File: src/rtl/regfile_wb_arbiter_if.sv
// rtl/regfile_wb_arbiter_if.sv - writeback requester, scoreboard and regfile write-port bundle
interface regfile_wb_arbiter_if #(
    parameter int DW = 32,
    parameter int AW = 5
);
    logic              a_valid;
    logic              a_ready;
    logic [AW-1:0]     a_reg;
    logic [DW-1:0]     a_data;
    logic              b_valid;
    logic              b_ready;
    logic [AW-1:0]     b_reg;
    logic [DW-1:0]     b_data;
    logic              alloc_en;
    logic [AW-1:0]     alloc_reg;
    logic [2**AW-1:0]  busy;
    logic              o_wen;
    logic [AW-1:0]     o_wreg;
    logic [DW-1:0]     o_wdata;
    logic              o_src_b;

    modport master (
        output a_valid, a_reg, a_data,
        output b_valid, b_reg, b_data,
        output alloc_en, alloc_reg,
        input  a_ready, b_ready, busy,
        input  o_wen, o_wreg, o_wdata, o_src_b
    );

    modport slave (
        input  a_valid, a_reg, a_data,
        input  b_valid, b_reg, b_data,
        input  alloc_en, alloc_reg,
        output a_ready, b_ready, busy,
        output o_wen, o_wreg, o_wdata, o_src_b
    );
endinterface

File: src/rtl/regfile_wb_arbiter.sv
// rtl/regfile_wb_arbiter.sv - round-robin arbiter for the shared regfile write port with pending-write scoreboard
// Optional same-cycle buffer bypass: define RF_ARB_BYPASS_EN.
module regfile_wb_arbiter #(
    parameter int DW = 32,
    parameter int AW = 5
) (
    input  logic                 clk,
    input  logic                 rst,
    regfile_wb_arbiter_if.slave  bus
);
    localparam int NR = 2**AW;

    typedef enum logic {EMPTY = 1'b0, FULL = 1'b1} buf_state_t;

    buf_state_t     a_state_q, a_state_d;
    buf_state_t     b_state_q, b_state_d;
    logic [AW-1:0]  a_reg_q, a_reg_d;
    logic [AW-1:0]  b_reg_q, b_reg_d;
    logic [DW-1:0]  a_data_q, a_data_d;
    logic [DW-1:0]  b_data_q, b_data_d;
    logic           ptr_q, ptr_d;
    logic [NR-1:0]  busy_q, busy_d;
    logic           o_wen_q, o_wen_d;
    logic [AW-1:0]  o_wreg_q, o_wreg_d;
    logic [DW-1:0]  o_wdata_q, o_wdata_d;
    logic           o_src_b_q, o_src_b_d;

    logic           a_ready, b_ready;
    logic           a_accept, b_accept;
    logic           grant_a, grant_b;
    logic           byp_a, byp_b;
    logic           win_a, win_b;
    logic [AW-1:0]  win_reg;
    logic [DW-1:0]  win_data;

    // ready depends only on buffer state, never on valid
    assign a_ready  = (a_state_q == EMPTY) && !rst;
    assign b_ready  = (b_state_q == EMPTY) && !rst;
    assign a_accept = bus.a_valid && a_ready;
    assign b_accept = bus.b_valid && b_ready;

    // ptr_q == 0 prefers A, ptr_q == 1 prefers B
    always_comb begin
        grant_a = (a_state_q == FULL) && ((b_state_q != FULL) || !ptr_q);
        grant_b = (b_state_q == FULL) && ((a_state_q != FULL) || ptr_q);
        byp_a   = 1'b0;
        byp_b   = 1'b0;
`ifdef RF_ARB_BYPASS_EN
        if ((a_state_q == EMPTY) && (b_state_q == EMPTY)) begin
            byp_a = a_accept && (!bus.b_valid || !ptr_q);
            byp_b = b_accept && (!bus.a_valid || ptr_q);
        end
`endif
        win_a = grant_a || byp_a;
        win_b = grant_b || byp_b;
    end

    always_comb begin
        win_reg  = '0;
        win_data = '0;
        if (win_b) begin
            win_reg  = byp_b ? bus.b_reg  : b_reg_q;
            win_data = byp_b ? bus.b_data : b_data_q;
        end else if (win_a) begin
            win_reg  = byp_a ? bus.a_reg  : a_reg_q;
            win_data = byp_a ? bus.a_data : a_data_q;
        end
    end

    always_comb begin
        a_state_d = a_state_q;
        a_reg_d   = a_reg_q;
        a_data_d  = a_data_q;
        if (grant_a) begin
            a_state_d = EMPTY;
        end else if (a_accept && !byp_a) begin
            a_state_d = FULL;
            a_reg_d   = bus.a_reg;
            a_data_d  = bus.a_data;
        end
    end

    always_comb begin
        b_state_d = b_state_q;
        b_reg_d   = b_reg_q;
        b_data_d  = b_data_q;
        if (grant_b) begin
            b_state_d = EMPTY;
        end else if (b_accept && !byp_b) begin
            b_state_d = FULL;
            b_reg_d   = bus.b_reg;
            b_data_d  = bus.b_data;
        end
    end

    always_comb begin
        ptr_d     = ptr_q;
        o_wen_d   = 1'b0;
        o_wreg_d  = o_wreg_q;
        o_wdata_d = o_wdata_q;
        o_src_b_d = o_src_b_q;
        if (win_a) begin
            ptr_d = 1'b1;
        end else if (win_b) begin
            ptr_d = 1'b0;
        end
        // writes to r0 still consume the grant but never strobe the regfile
        if (win_a || win_b) begin
            o_wen_d   = (win_reg != '0);
            o_wreg_d  = win_reg;
            o_wdata_d = win_data;
            o_src_b_d = win_b;
        end
    end

    // set after clear so a same-edge allocation of the retiring register wins
    always_comb begin
        busy_d = busy_q;
        if (win_a || win_b) begin
            busy_d[win_reg] = 1'b0;
        end
        if (bus.alloc_en) begin
            busy_d[bus.alloc_reg] = 1'b1;
        end
        busy_d[0] = 1'b0;
    end

    always_ff @(posedge clk) begin
        if (rst) begin
            a_state_q <= EMPTY;
            b_state_q <= EMPTY;
            a_reg_q   <= '0;
            b_reg_q   <= '0;
            a_data_q  <= '0;
            b_data_q  <= '0;
            ptr_q     <= 1'b0;
            busy_q    <= '0;
            o_wen_q   <= 1'b0;
            o_wreg_q  <= '0;
            o_wdata_q <= '0;
            o_src_b_q <= 1'b0;
        end else begin
            a_state_q <= a_state_d;
            b_state_q <= b_state_d;
            a_reg_q   <= a_reg_d;
            b_reg_q   <= b_reg_d;
            a_data_q  <= a_data_d;
            b_data_q  <= b_data_d;
            ptr_q     <= ptr_d;
            busy_q    <= busy_d;
            o_wen_q   <= o_wen_d;
            o_wreg_q  <= o_wreg_d;
            o_wdata_q <= o_wdata_d;
            o_src_b_q <= o_src_b_d;
        end
    end

    assign bus.a_ready = a_ready;
    assign bus.b_ready = b_ready;
    assign bus.busy    = busy_q;
    assign bus.o_wen   = o_wen_q;
    assign bus.o_wreg  = o_wreg_q;
    assign bus.o_wdata = o_wdata_q;
    assign bus.o_src_b = o_src_b_q;
endmodule

File: src/flat_wrapper.sv
// flat-port wrapper written by rule: the top's interface ports become plain ports
module regfile_wb_arbiter_flat 
#(
    parameter int DW = 32,
    parameter int AW = 5
)
  (clk, rst, bus_a_valid, bus_a_reg, bus_a_data, bus_b_valid, bus_b_reg, bus_b_data, bus_alloc_en, bus_alloc_reg, bus_a_ready, bus_b_ready, bus_busy, bus_o_wen, bus_o_wreg, bus_o_wdata, bus_o_src_b);
  regfile_wb_arbiter_if #(.DW(DW), .AW(AW)) bus_i ();
  input  logic clk;
  input  logic rst;
  input wire logic [$bits(bus_i.a_valid)-1:0] bus_a_valid;
  input wire logic [$bits(bus_i.a_reg)-1:0] bus_a_reg;
  input wire logic [$bits(bus_i.a_data)-1:0] bus_a_data;
  input wire logic [$bits(bus_i.b_valid)-1:0] bus_b_valid;
  input wire logic [$bits(bus_i.b_reg)-1:0] bus_b_reg;
  input wire logic [$bits(bus_i.b_data)-1:0] bus_b_data;
  input wire logic [$bits(bus_i.alloc_en)-1:0] bus_alloc_en;
  input wire logic [$bits(bus_i.alloc_reg)-1:0] bus_alloc_reg;
  output wire logic [$bits(bus_i.a_ready)-1:0] bus_a_ready;
  output wire logic [$bits(bus_i.b_ready)-1:0] bus_b_ready;
  output wire logic [$bits(bus_i.busy)-1:0] bus_busy;
  output wire logic [$bits(bus_i.o_wen)-1:0] bus_o_wen;
  output wire logic [$bits(bus_i.o_wreg)-1:0] bus_o_wreg;
  output wire logic [$bits(bus_i.o_wdata)-1:0] bus_o_wdata;
  output wire logic [$bits(bus_i.o_src_b)-1:0] bus_o_src_b;
  assign bus_i.a_valid = bus_a_valid;
  assign bus_i.a_reg = bus_a_reg;
  assign bus_i.a_data = bus_a_data;
  assign bus_i.b_valid = bus_b_valid;
  assign bus_i.b_reg = bus_b_reg;
  assign bus_i.b_data = bus_b_data;
  assign bus_i.alloc_en = bus_alloc_en;
  assign bus_i.alloc_reg = bus_alloc_reg;
  assign bus_a_ready = bus_i.a_ready;
  assign bus_b_ready = bus_i.b_ready;
  assign bus_busy = bus_i.busy;
  assign bus_o_wen = bus_i.o_wen;
  assign bus_o_wreg = bus_i.o_wreg;
  assign bus_o_wdata = bus_i.o_wdata;
  assign bus_o_src_b = bus_i.o_src_b;
  regfile_wb_arbiter #(.DW(DW), .AW(AW)) u_core (.clk(clk), .rst(rst), .bus(bus_i));
endmodule
File: config.mk
export PLATFORM = sky130hd
export DESIGN_NAME = regfile_wb_arbiter_flat
export DESIGN_NICKNAME = d
export VERILOG_FILES = /design/src/rtl/regfile_wb_arbiter_if.sv /design/src/rtl/regfile_wb_arbiter.sv /design/src/flat_wrapper.sv
export SDC_FILE = /design/constraint.sdc
export NUM_CORES = 1
export LEC_CHECK = 0
export CAP_MARGIN = 20
export CORE_UTILIZATION = 30
export DETAILED_ROUTE_END_ITERATION = 10
export MAX_ROUTING_LAYER = met4
export SLEW_MARGIN = 20
export SYNTH_ARGS = -nofsm -noshare
export SYNTH_HDL_FRONTEND = slang
export SYNTH_SLANG_ARGS = --single-unit
File: constraint.sdc
create_clock -name clk -period 4.1 [get_ports clk]
set_input_delay 1.23 -clock clk [delete_from_list [all_inputs] [get_ports clk]]
set_output_delay 1.23 -clock clk [all_outputs]
set_load 0.01 [all_outputs]
Word-level counts from Yosys, hierarchy flattened
Index checks and enable logic that the tools add are counted.
{"block": "totals", "ff_bits": 148, "in_bits": 84}
{"block": "op_classes", "magnitude_cmp": 4, "muxes": 12, "n_bitwise": 8, "reduce_logical": 20}
{"operator": "$mux W32", "n": 4}
{"operator": "$and A32 B32 Y32", "n": 1}
{"operator": "$not A32 Y32", "n": 1}
{"operator": "$or A32 B32 Y32", "n": 1}
{"operator": "$lt A5 B6 Y1 const B", "n": 2}
{"operator": "$demux W1 S5", "n": 2}
{"operator": "$ge A5 B1 Y1 const B", "n": 2}
{"operator": "$mux W5", "n": 2}
{"operator": "$logic_and A1 B1 Y1", "n": 8}
{"operator": "$reduce_or A2 Y1", "n": 3}
{"operator": "$not A1 Y1", "n": 5}
{"operator": "$reduce_bool A5 Y1", "n": 1}
{"operator": "$mux W1", "n": 4}
{"operator": "$reduce_and A2 Y1", "n": 2}
{"operator": "$logic_or A1 B1 Y1", "n": 3}
{"operator": "$logic_not A1 Y1", "n": 2}
{"operator": "$reduce_bool A2 Y1", "n": 1}

Depth between registers and ports, before layout
Gate-level depths: netlist of the first run.
{"block": "logic_depth", "depth_word": 14, "mapped_depth": 6, "depth_no_buf": 4}

Least setup slack after synthesis of the first run
OpenSTA, ideal clock, no wires.
{"block": "synth_timing", "path_kind": "in2out", "startpoint": "in rst", "endpoint": "out bus_a_ready", "setup_slack_ps": 1464, "t_arrival_ps": 1406, "cell_stages": 1, "path_cell_list": "nor2_1"}
{"block": "synth_between", "elab_chain_cells": 2}
{"element": "from (decl)", "line_no": "flat_wrapper.sv:10", "text": "input logic rst;"}
{"element": "$logic_not A1 Y1", "line_no": "regfile_wb_arbiter.sv:37", "text": "assign a_ready = (a_state_q == EMPTY) && !rst;"}
{"element": "$logic_and A1 B1 Y1", "line_no": "regfile_wb_arbiter.sv:37"}
{"element": "to (decl)", "line_no": "flat_wrapper.sv:19", "text": "output wire logic [$bits(bus_i.a_ready)-1:0] bus_a_ready;"}
Every way passes these cells.

Final worst setup path of the first run
Ends and elaborated chain as after synthesis.

==> results of run 1 <==
-- critical path, delay by kind of cell --
family | cells | cell delay (ns)
AND/OR/NAND/NOR | 1 | 0.14
buffers and inverters | 2 | 0.75
-- path summary, 6_finish.rpt --
check,start,endpoint,depth (start not counted)
max,rst,bus_a_ready,3
min,u_core.bus.o_wreg[0],u_core.bus.o_wreg[0],2
max reg2reg,u_core.a_state_q,u_core.bus.o_wdata[21],5
min reg2reg,u_core.bus.o_wreg[0],u_core.bus.o_wreg[0],2
-- where the power goes --
group | internal [uW] | total (uW) | leakage (uW) | switching, uW
Sequential | 1520 | 1580 | 0.00121 | 55.5
Clock | 1040 | 1710 | 0.000312 | 667
Combinational | 227 | 448 | 0.00144 | 221
Total | 2790 | 3730 | 0.00296 | 944
-- area by class of cell --
class,instances,area (um2),area share (%)
flip-flops and latches,147,2940,35.3
clock inverters,15,218,2.61
multi-input cells,539,2760,33.1
repair buffers,164,1650,19.8
well taps,265,332,3.98
inverters,1,3.75,0.0451
clock buffers,17,425,5.11
-- layout by cell type, fill, tap and decap left out, types with 3 or more instances in the layout --
cell and count:
nor2_1 162, clkdlybuf4s50_1 154, dfxtp_1 147, nand2_1 82
nand2b_1 76, o21ai_0 75, nor4_1 39, a211oi_1 33
nor3_1 32, clkbuf_16 17, a21oi_1 8, buf_4 8
inv_6 6, nand3b_1 5, or3b_2 4, bufinv_16 4
a32oi_1 3, nand3_1 3, a32o_1 3, clkinv_4 3
-- stage by stage --
stage                     setup WS (ns)  utilization [%]
final                             0.742             42.9
after global routing              0.696             42.9
after CTS                         0.733             42.8
after detailed placement          0.731             39.5
after global placement            0.734             39.5
after floorplan                    1.46                -
-- registers in the layout (all words and copies together) (netlist names) --
signal	count
u_core.bus.o_wen	1
u_core.bus.o_src_b	1
u_core.bus.busy	31
u_core.ptr_q	1
u_core.bus.o_wdata	32
u_core.a_state_q	1
u_core.b_reg_q	5
u_core.a_reg_q	5
u_core.b_state_q	1
u_core.b_data_q	32
u_core.a_data_q	32
u_core.bus.o_wreg	5
-- metal layers --
| metal | part of all wire, % | vias up | track usage [%] |
|---|---|---|---|
| met1 | 46 | 2510 | 21.2 |
| met3 | 4.8 | 20 | 4.07 |
| li1 | - | 2769 | - |
| met2 | 47 | 144 | 26.8 |
| met4 | 1.8 | 0 | 6.40 |
| met5 | 0 | - | - |
-- logic make-up after synthesis --
group | Yosys count | synth area share (%)
flip-flops | 147 | 49.6
other | 1 | 0.0632
buffers and inverters | 53 | 3.88
AND/OR/NAND/NOR | 409 | 32.4
AO/OA/AOI/OAI | 129 | 14.0
==> results.py, run 1 <==
metrics = {
    "timing": {
        "fmax_ghz": 0.298,
        "hold_slack_ns": 0.453,
        "finClkSkew_ns": 0.0111,
        "setup_viol": 0,
        "slew_violations": 0,
        "rsz0062_at_grt": "false",
        "finalSetupTns_ns": 0,
        "final_hold_viol_count": 0,
        "period_share_pct": 81.9,
        "timing.final.crit_period_ns": 3.36,
        "tightestPinTransition_ns": 1.02,
        "maxSlewHeadroom_pct": 32.1,
    },
    "die": {
        "start_util_pct": 30.6,
        "die-area_mm2": 0.0203,
        "core_mm2": 0.0194,
        "fp.dieW_um": 143,
        "boundaryPins": 157,
        "dieHeight_um": 143,
        "rows": 51,
    },
    "global_routing": {
        "grt_pass1_wl_mm": 26.0,
        "grt_pass1_vias": 4957,
        "antenna_found_initial": 0,
        "grt.overflow.total": 0,
        "grt_usage_pct": 17.1,
        "grt_max_degree": 118,
    },
    "yosys": {
        "synth-seq-cells": 147,
        "syn-num-nets": 823,
        "synth_flop_cell": "dfxtp_1",
        "synthArstFlopShare_pct": 0,
        "yosysMostFrequentCell": "nor2_1",
        "synth_area_leaders": "dfxtp_1 50%, nor2_1 10%, nand2b_1 8.0%",
        "netlist_area_mm2": 0.00593,
        "synth_top_area_share_pct": 49.6,
        "ys_seq_area_share_pct": 49.6,
        "yosysUniqueCellTypes": 28,
        "yosysTopAreaCell": "dfxtp_1",
        "yosysWarnings": 0,
        "synthesis.instances": 739,
        "yosys-top-cells-count": "162 x nor2_1, 147 x dfxtp_1, 82 x nand2_1, 76 x nand2b_1, 75 x o21ai_0",
        "synth-edff-count": 0,
        "avgSynthCellArea_um2": 8.02,
    },
    "route": {
        "drt_wl_total_mm": 16.9,
        "vias_per_cell": 4.74,
        "ant_nets": 0,
        "drcViolationCount": 2,
        "first_pass_iters": 8,
        "via_count": 5443,
        "routedWlPerCell_um": 14.7,
        "drt-initial-drc-count": 384,
    },
    "worst_setup_path": {
        "end_kind": "primary output",
        "rrSetupSlack_ns": 1.70,
        "crit_path_start_kind": "input port",
        "crit_required_ns": 2.87,
        "path_max_fanout": 33,
        "path_class": "in -> out",
        "slowest_stage": "clkdlybuf4s50_1",
        "crit_chain": "buf_4 > nor2_1 > clkdlybuf4s50_1",
        "max_stage_delay_ns": 0.55,
        "worstPathArrival_ns": 2.13,
    },
    "cts": {
        "clock-root-buffer": "clkbuf_16",
        "cts_resized": 0,
        "cts_buffer_depth": 2,
        "cts_setup_buffers": 0,
        "worstSkewPairLatency_ns": 0.43,
        "cts_num_sinks": 147,
        "cts_buffers": 17,
        "clkTransAtPathRegs_ns": 0.06,
        "cts_max_level": 4,
        "cts_hold_buf": 0,
        "cts_tree": "built",
    },
    "placement": {
        "post_dp_cell_area_mm2": 0.00766,
        "place_inst": 1115,
        "io_buffers": 155,
        "place_congestion": 0.771,
        "place_hpwl_mm": 11.1,
    },
    "pwr": {
        "p_per_area_mw_per_mm2": 448,
        "fin_total_pwr_uw": 3730,
        "p_leak_uw": 0.00296,
        "vdd_drop_max_mv": 0.272,
    },
    "final_layout": {
        "syn_to_final_growth_pct": 40.5,
        "fin_area_mm2": 0.00833,
        "drive_gt1_share_pct": 6.12,
        "n_antenna_cell": 0,
        "layoutNonFillerInstCount": 1148,
        "nNetsFinal": 954,
        "nFillCells": 2021,
    },
    "hold_path": {
        "hold_class": "reg -> reg",
    },
    "flow_run": {
        "cap_viol_max_count": 0,
    },
    "status": {
        "violations": "design-rule violations",
        "status": "finished with violations",
    },
}
No activity file was read; power rests on OpenSTA's default activity.
==> inputs of run 2 (changes only) <==
==> constraint.sdc (replaced) <==
create_clock -name clk -period 2.7 [get_ports clk]
set_input_delay 0.81 -clock clk [delete_from_list [all_inputs] [get_ports clk]]
set_output_delay 0.81 -clock clk [all_outputs]
set_load 0.01 [all_outputs]
==> results.py, run 2 (synthesized netlist as in run 1, its figures left out) <==
metrics = {
    "status": {
        "status": "finished with violations",
        "violations": "design-rule violations",
    },
    "final_layout": {
        "final_cell_mix": "162 x nor2_1, 154 x clkdlybuf4s50_1, 147 x dfxtp_1, 82 x nand2_1, 76 x nand2b_1",
        "nNetsFinal": 957,
        "syn_to_final_growth_pct": 40.6,
        "final_common_cell": "nor2_1",
        "n_antenna_cell": 0,
        "nFillCells": 1973,
        "drive_gt1_share_pct": 6.32,
    },
    "worst_setup_path": {
        "path_class": "reg -> out",
        "crit_required_ns": 1.89,
        "crit_path_start_kind": "flip-flop",
        "path_max_fanout": 8,
        "end_kind": "primary output",
        "r2r-start": "u_core.ptr_q",
        "path_buf_inv": 2,
        "max_stage_delay_ns": 0.55,
        "crit_family": "buffers and inverters",
        "ff2ff_path_depth": 4,
        "worstPathArrival_ns": 1.62,
        "slowest_stage": "clkdlybuf4s50_1",
        "timing.rr.end": "u_core.bus.busy[26]",
        "crit_chain": "buf_4 > nor2_1 > clkdlybuf4s50_1",
        "rrSetupSlack_ns": 0.55,
    },
    "hold_path": {
        "whs_endpoint": "u_core.bus.o_wreg[2]",
        "min_delay_path_depth": 2,
        "hold_class": "reg -> reg",
        "hold_start": "u_core.bus.o_wreg[2]",
    },
    "cts": {
        "cts_hold_buf": 0,
        "clkTransAtPathRegs_ns": 0.06,
        "cts_setup_buffers": 0,
        "cts_resized": 0,
        "cts_buffers": 17,
        "cts_num_sinks": 147,
        "cts_buffer_depth": 2,
        "cts_max_level": 4,
        "cts_tree": "built",
        "worstSkewPairLatency_ns": 0.43,
        "clock-root-buffer": "clkbuf_16",
    },
    "timing": {
        "finalSetupTns_ns": 0,
        "rsz0062_at_grt": "false",
        "timing.final.crit_period_ns": 2.43,
        "finClkSkew_ns": 0.00955,
        "setup_viol": 0,
        "maxSlewHeadroom_pct": 54.4,
        "period_share_pct": 90.2,
        "final_hold_viol_count": 0,
        "hold_slack_ns": 0.453,
        "fmax_ghz": 0.411,
        "tightestPinTransition_ns": 0.684,
        "slew_violations": 0,
    },
    "die": {
        "rows": 51,
        "start_util_pct": 30.6,
        "fp.dieW_um": 143,
        "die-area_mm2": 0.0203,
        "core_mm2": 0.0194,
        "boundaryPins": 157,
        "dieHeight_um": 143,
    },
    "route": {
        "drt_wl_total_mm": 17.0,
        "vias_per_cell": 4.71,
        "via_count": 5422,
        "drcViolationCount": 2,
        "ant_nets": 0,
        "drt-initial-drc-count": 382,
        "first_pass_iters": 7,
        "routedWlPerCell_um": 14.8,
    },
    "global_routing": {
        "grt.overflow.total": 0,
        "antenna_found_initial": 0,
        "grt_usage_pct": 17.7,
        "grt_pass1_vias": 5148,
        "grt_max_degree": 148,
        "grt_pass1_wl_mm": 26.9,
    },
    "pwr": {
        "p_per_area_mw_per_mm2": 662,
        "vdd_drop_max_mv": 0.380,
        "p_leak_uw": 0.00296,
    },
    "placement": {
        "place_hpwl_mm": 10.7,
        "place_congestion": 0.765,
        "io_buffers": 155,
    },
    "flow_run": {
        "cap_viol_max_count": 0,
    },
}
## run 2: cell count changes in the layout (fill, tap and decap cells not counted), sizes merged
cell | before | now
buf | 10 | 13
bufinv | 4 | 2
clkbuf | 17 | 20
clkinv | 3 | 1
clkinvlp | 1 | 3
inv | 8 | 7
## run 2: worst min-delay path, cell delays in order (launching register included)
cell	delay [ns]
dfxtp_1	0.31
nand2_1	0.05
a21oi_1	0.05
## run 2: where the power goes
group / total, uW / internal (uW) / switching, uW
sequential: 2390 / 2310 / 84.0
clock: 2430 / 1430 / 1000
combinational: 689 / 353 / 335
total: 5520 / 4090 / 1420
## run 2: final cells by class
class | instances | area [um2] | area share (%)
Timing Repair Buffer | 167 | 1700 | 20.4
Clock inverter | 12 | 144 | 1.73
Tap cell | 265 | 332 | 3.98
Inverter | 1 | 3.75 | 0.0450
Clock buffer | 20 | 457 | 5.48
Sequential cell | 147 | 2940 | 35.3
Multi-Input combinational cell | 539 | 2760 | 33.1
## run 2: worst max-delay path by stage
stage / depth (start not counted) / start / end / slack (ns)
finish: 3 / u_core.a_state_q / bus_a_ready / 0.27
global route: 3 / u_core.a_state_q / bus_a_ready / 0.19
CTS: 3 / u_core.a_state_q / bus_a_ready / 0.24
detailed placement: 5 / bus_alloc_reg[2] / u_core.bus.busy[7] / 0.21
global placement: 5 / bus_alloc_reg[2] / u_core.bus.busy[5] / 0.27
floorplan: 5 / rst / u_core.a_data_q[22] / 0.79
## run 2: routing by layer
layer | global-route usage (%) | wire length [um]
met5 | - | 0
met4 | 7.24 | 423
met3 | 4.68 | 914
met2 | 27.6 | 7880
met1 | 21.6 | 7770
## run 2: per-stage QoR
step                      cell area, um2  cells  total power [uW]  util (%)  setup WS, ns
after floorplan                     5930    739              2770         -         0.791
after global placement              7740   1119              3130      39.9         0.270
after detailed placement            7740   1119              3140      39.9         0.212
after CTS                           8340   1151              5580      43.0         0.236
after global routing                8340   1151              5750      43.0         0.187
final                               8340   1151              5520      43.0         0.266
==> inputs of run 3 (changes only) <==
--- a/config.mk
+++ b/config.mk
@@ -7,8 +7,10 @@
 export LEC_CHECK = 0
 export CAP_MARGIN = 20
 export CORE_UTILIZATION = 30
+export CTS_BUF_LIST = sky130_fd_sc_hd__clkbuf_2
 export DETAILED_ROUTE_END_ITERATION = 10
 export MAX_ROUTING_LAYER = met4
+export RECOVER_POWER = 100
 export SLEW_MARGIN = 20
 export SYNTH_ARGS = -nofsm -noshare
 export SYNTH_HDL_FRONTEND = slang
==> results.py, run 3 (synthesized netlist as in run 1, its figures left out) <==
metrics = {
    "die": {
        "rows": 51,
        "fp.dieW_um": 143,
        "start_util_pct": 30.6,
        "die-area_mm2": 0.0203,
        "dieHeight_um": 143,
        "boundaryPins": 157,
        "core_mm2": 0.0194,
    },
    "final_layout": {
        "multi_input_area_mm2": 0.00275,
        "seq_area_mm2": 0.00295,
        "final_cell_mix": "162 x nor2_1, 146 x dfxtp_1, 91 x clkdlybuf4s50_1, 82 x nand2_1, 76 x nand2b_1",
        "nNetsFinal": 958,
        "final_common_cell": "nor2_1",
        "syn_to_final_growth_pct": 34.0,
        "nFillCells": 2026,
        "drive_gt1_share_pct": 6.09,
    },
    "placement": {
        "place_hpwl_mm": 10.7,
        "place_ws_ns": 0.212,
        "io_buffers": 155,
        "place_congestion": 0.765,
    },
    "worst_setup_path": {
        "crit_path_start_kind": "flip-flop",
        "path_class": "reg -> out",
        "path_max_fanout": 2,
        "crit_family": "buffers and inverters",
        "path_buf_inv": 1,
        "crit_chain": "dlygate4sd3_1",
        "worstPathArrival_ns": 1.72,
        "crit_required_ns": 1.89,
        "slowest_stage": "dlygate4sd3_1",
        "end_kind": "primary output",
        "max_stage_delay_ns": 0.64,
    },
    "cts": {
        "cts_num_sinks": 147,
        "cts_buffer_depth": 2,
        "cts_tree": "built",
        "clock-root-buffer": "clkbuf_2",
        "worstSkewPairLatency_ns": 0.70,
        "cts_buffers": 17,
        "clkTransAtPathRegs_ns": 0.24,
        "cts_max_level": 4,
    },
    "timing": {
        "fmax_ghz": 0.396,
        "period_share_pct": 93.6,
        "finClkSkew_ns": 0.0275,
        "tightestPinTransition_ns": 1.36,
        "timing.final.crit_period_ns": 2.53,
        "rsz0062_at_grt": "false",
        "slew_violations": 0,
        "setup_viol": 0,
        "maxSlewHeadroom_pct": 9.29,
        "layout_setup_ws_ns": 0.172,
        "finalSetupTns_ns": 0,
        "final_hold_viol_count": 0,
    },
    "global_routing": {
        "grt_max_degree": 148,
        "grt_pass1_wl_mm": 26.6,
        "grt_pass1_vias": 5095,
        "grt.overflow.total": 0,
        "antenna_found_initial": 1,
        "grt_usage_pct": 17.3,
    },
    "pwr": {
        "p_per_area_mw_per_mm2": 550,
        "vdd_drop_max_mv": 0.266,
        "p_leak_uw": 0.00298,
        "fin_total_pwr_uw": 4370,
    },
    "route": {
        "via_count": 5407,
        "first_pass_iters": 8,
        "routedWlPerCell_um": 14.6,
        "vias_per_cell": 4.69,
        "drcViolationCount": 2,
        "drt_wl_total_mm": 16.9,
        "ant_nets": 0,
        "drt-initial-drc-count": 382,
    },
    "hold_path": {
        "hold_class": "reg -> reg",
    },
    "status": {
        "violations": "design-rule violations",
        "status": "finished with violations",
    },
    "flow_run": {
        "cap_viol_max_count": 0,
    },
}
-- run 3: layer usage --
| metal | track usage [%] | up-vias | wire (um) |
|---|---|---|---|
| met5 | - | - | 0 |
| met4 | 5.15 | 0 | 241 |
| met3 | 4.34 | 14 | 950 |
| met2 | 27.6 | 137 | 7910 |
| met1 | 21.6 | 2480 | 7780 |
| li1 | - | 2776 | - |
-- run 3: power by group --
group | switching, uW | leakage (uW) | internal, uW | total, uW
clock network | 868 | 0.000138 | 441 | 1310
logic | 336 | 0.00163 | 328 | 664
registers | 78.6 | 0.00121 | 2310 | 2390
total | 1280 | 0.00298 | 3080 | 4370
-- run 3: layout make-up --
| class | count | share of cell area (%) |
|---|---|---|
| multi-input combinational | 539 | 34.6 |
| clock buffer | 18 | 1.13 |
| tap | 265 | 4.17 |
| antenna | 1 | 0.0315 |
| inverter | 1 | 0.0473 |
| clock inverter | 14 | 1.91 |
| timing repair buffer | 168 | 21.0 |
| sequential | 147 | 37.1 |
-- run 3: path summary, 6_finish.rpt --
path,start,to,slack (ns),depth (start not counted)
worst min register to register,u_core.bus.o_wreg[2],u_core.bus.o_wreg[2],0.47,2
worst max register to register,u_core.b_state_q,u_core.bus.busy[18],0.29,6
worst max-delay path,u_core.bus.o_wdata[23],bus_o_wdata[23],0.17,1
worst min-delay path,u_core.bus.o_wreg[2],u_core.bus.o_wreg[2],0.47,2
-- run 3: metrics by stage --
stage	instance area, um2	hold WS [ns]	utilization [%]	std cells
after global routing	7940	0.500	40.9	1153
after global placement	7740	0.443	39.9	1119
after detailed placement	7740	0.446	39.9	1119
after floorplan	5930	0.450	-	739
after CTS	7990	0.471	41.2	1152
final	7940	0.467	40.9	1153
-- run 3: what timing repair did --
| action | in CTS | in global routing |
|---|---|---|
| endpoints found under the setup margin | 2 | 1 |
| hold buffers | 0 | 0 |
| pin swaps | 0 | 0 |
| resized for setup | 4 | 1 |
| buffers inserted | 1 | 0 |
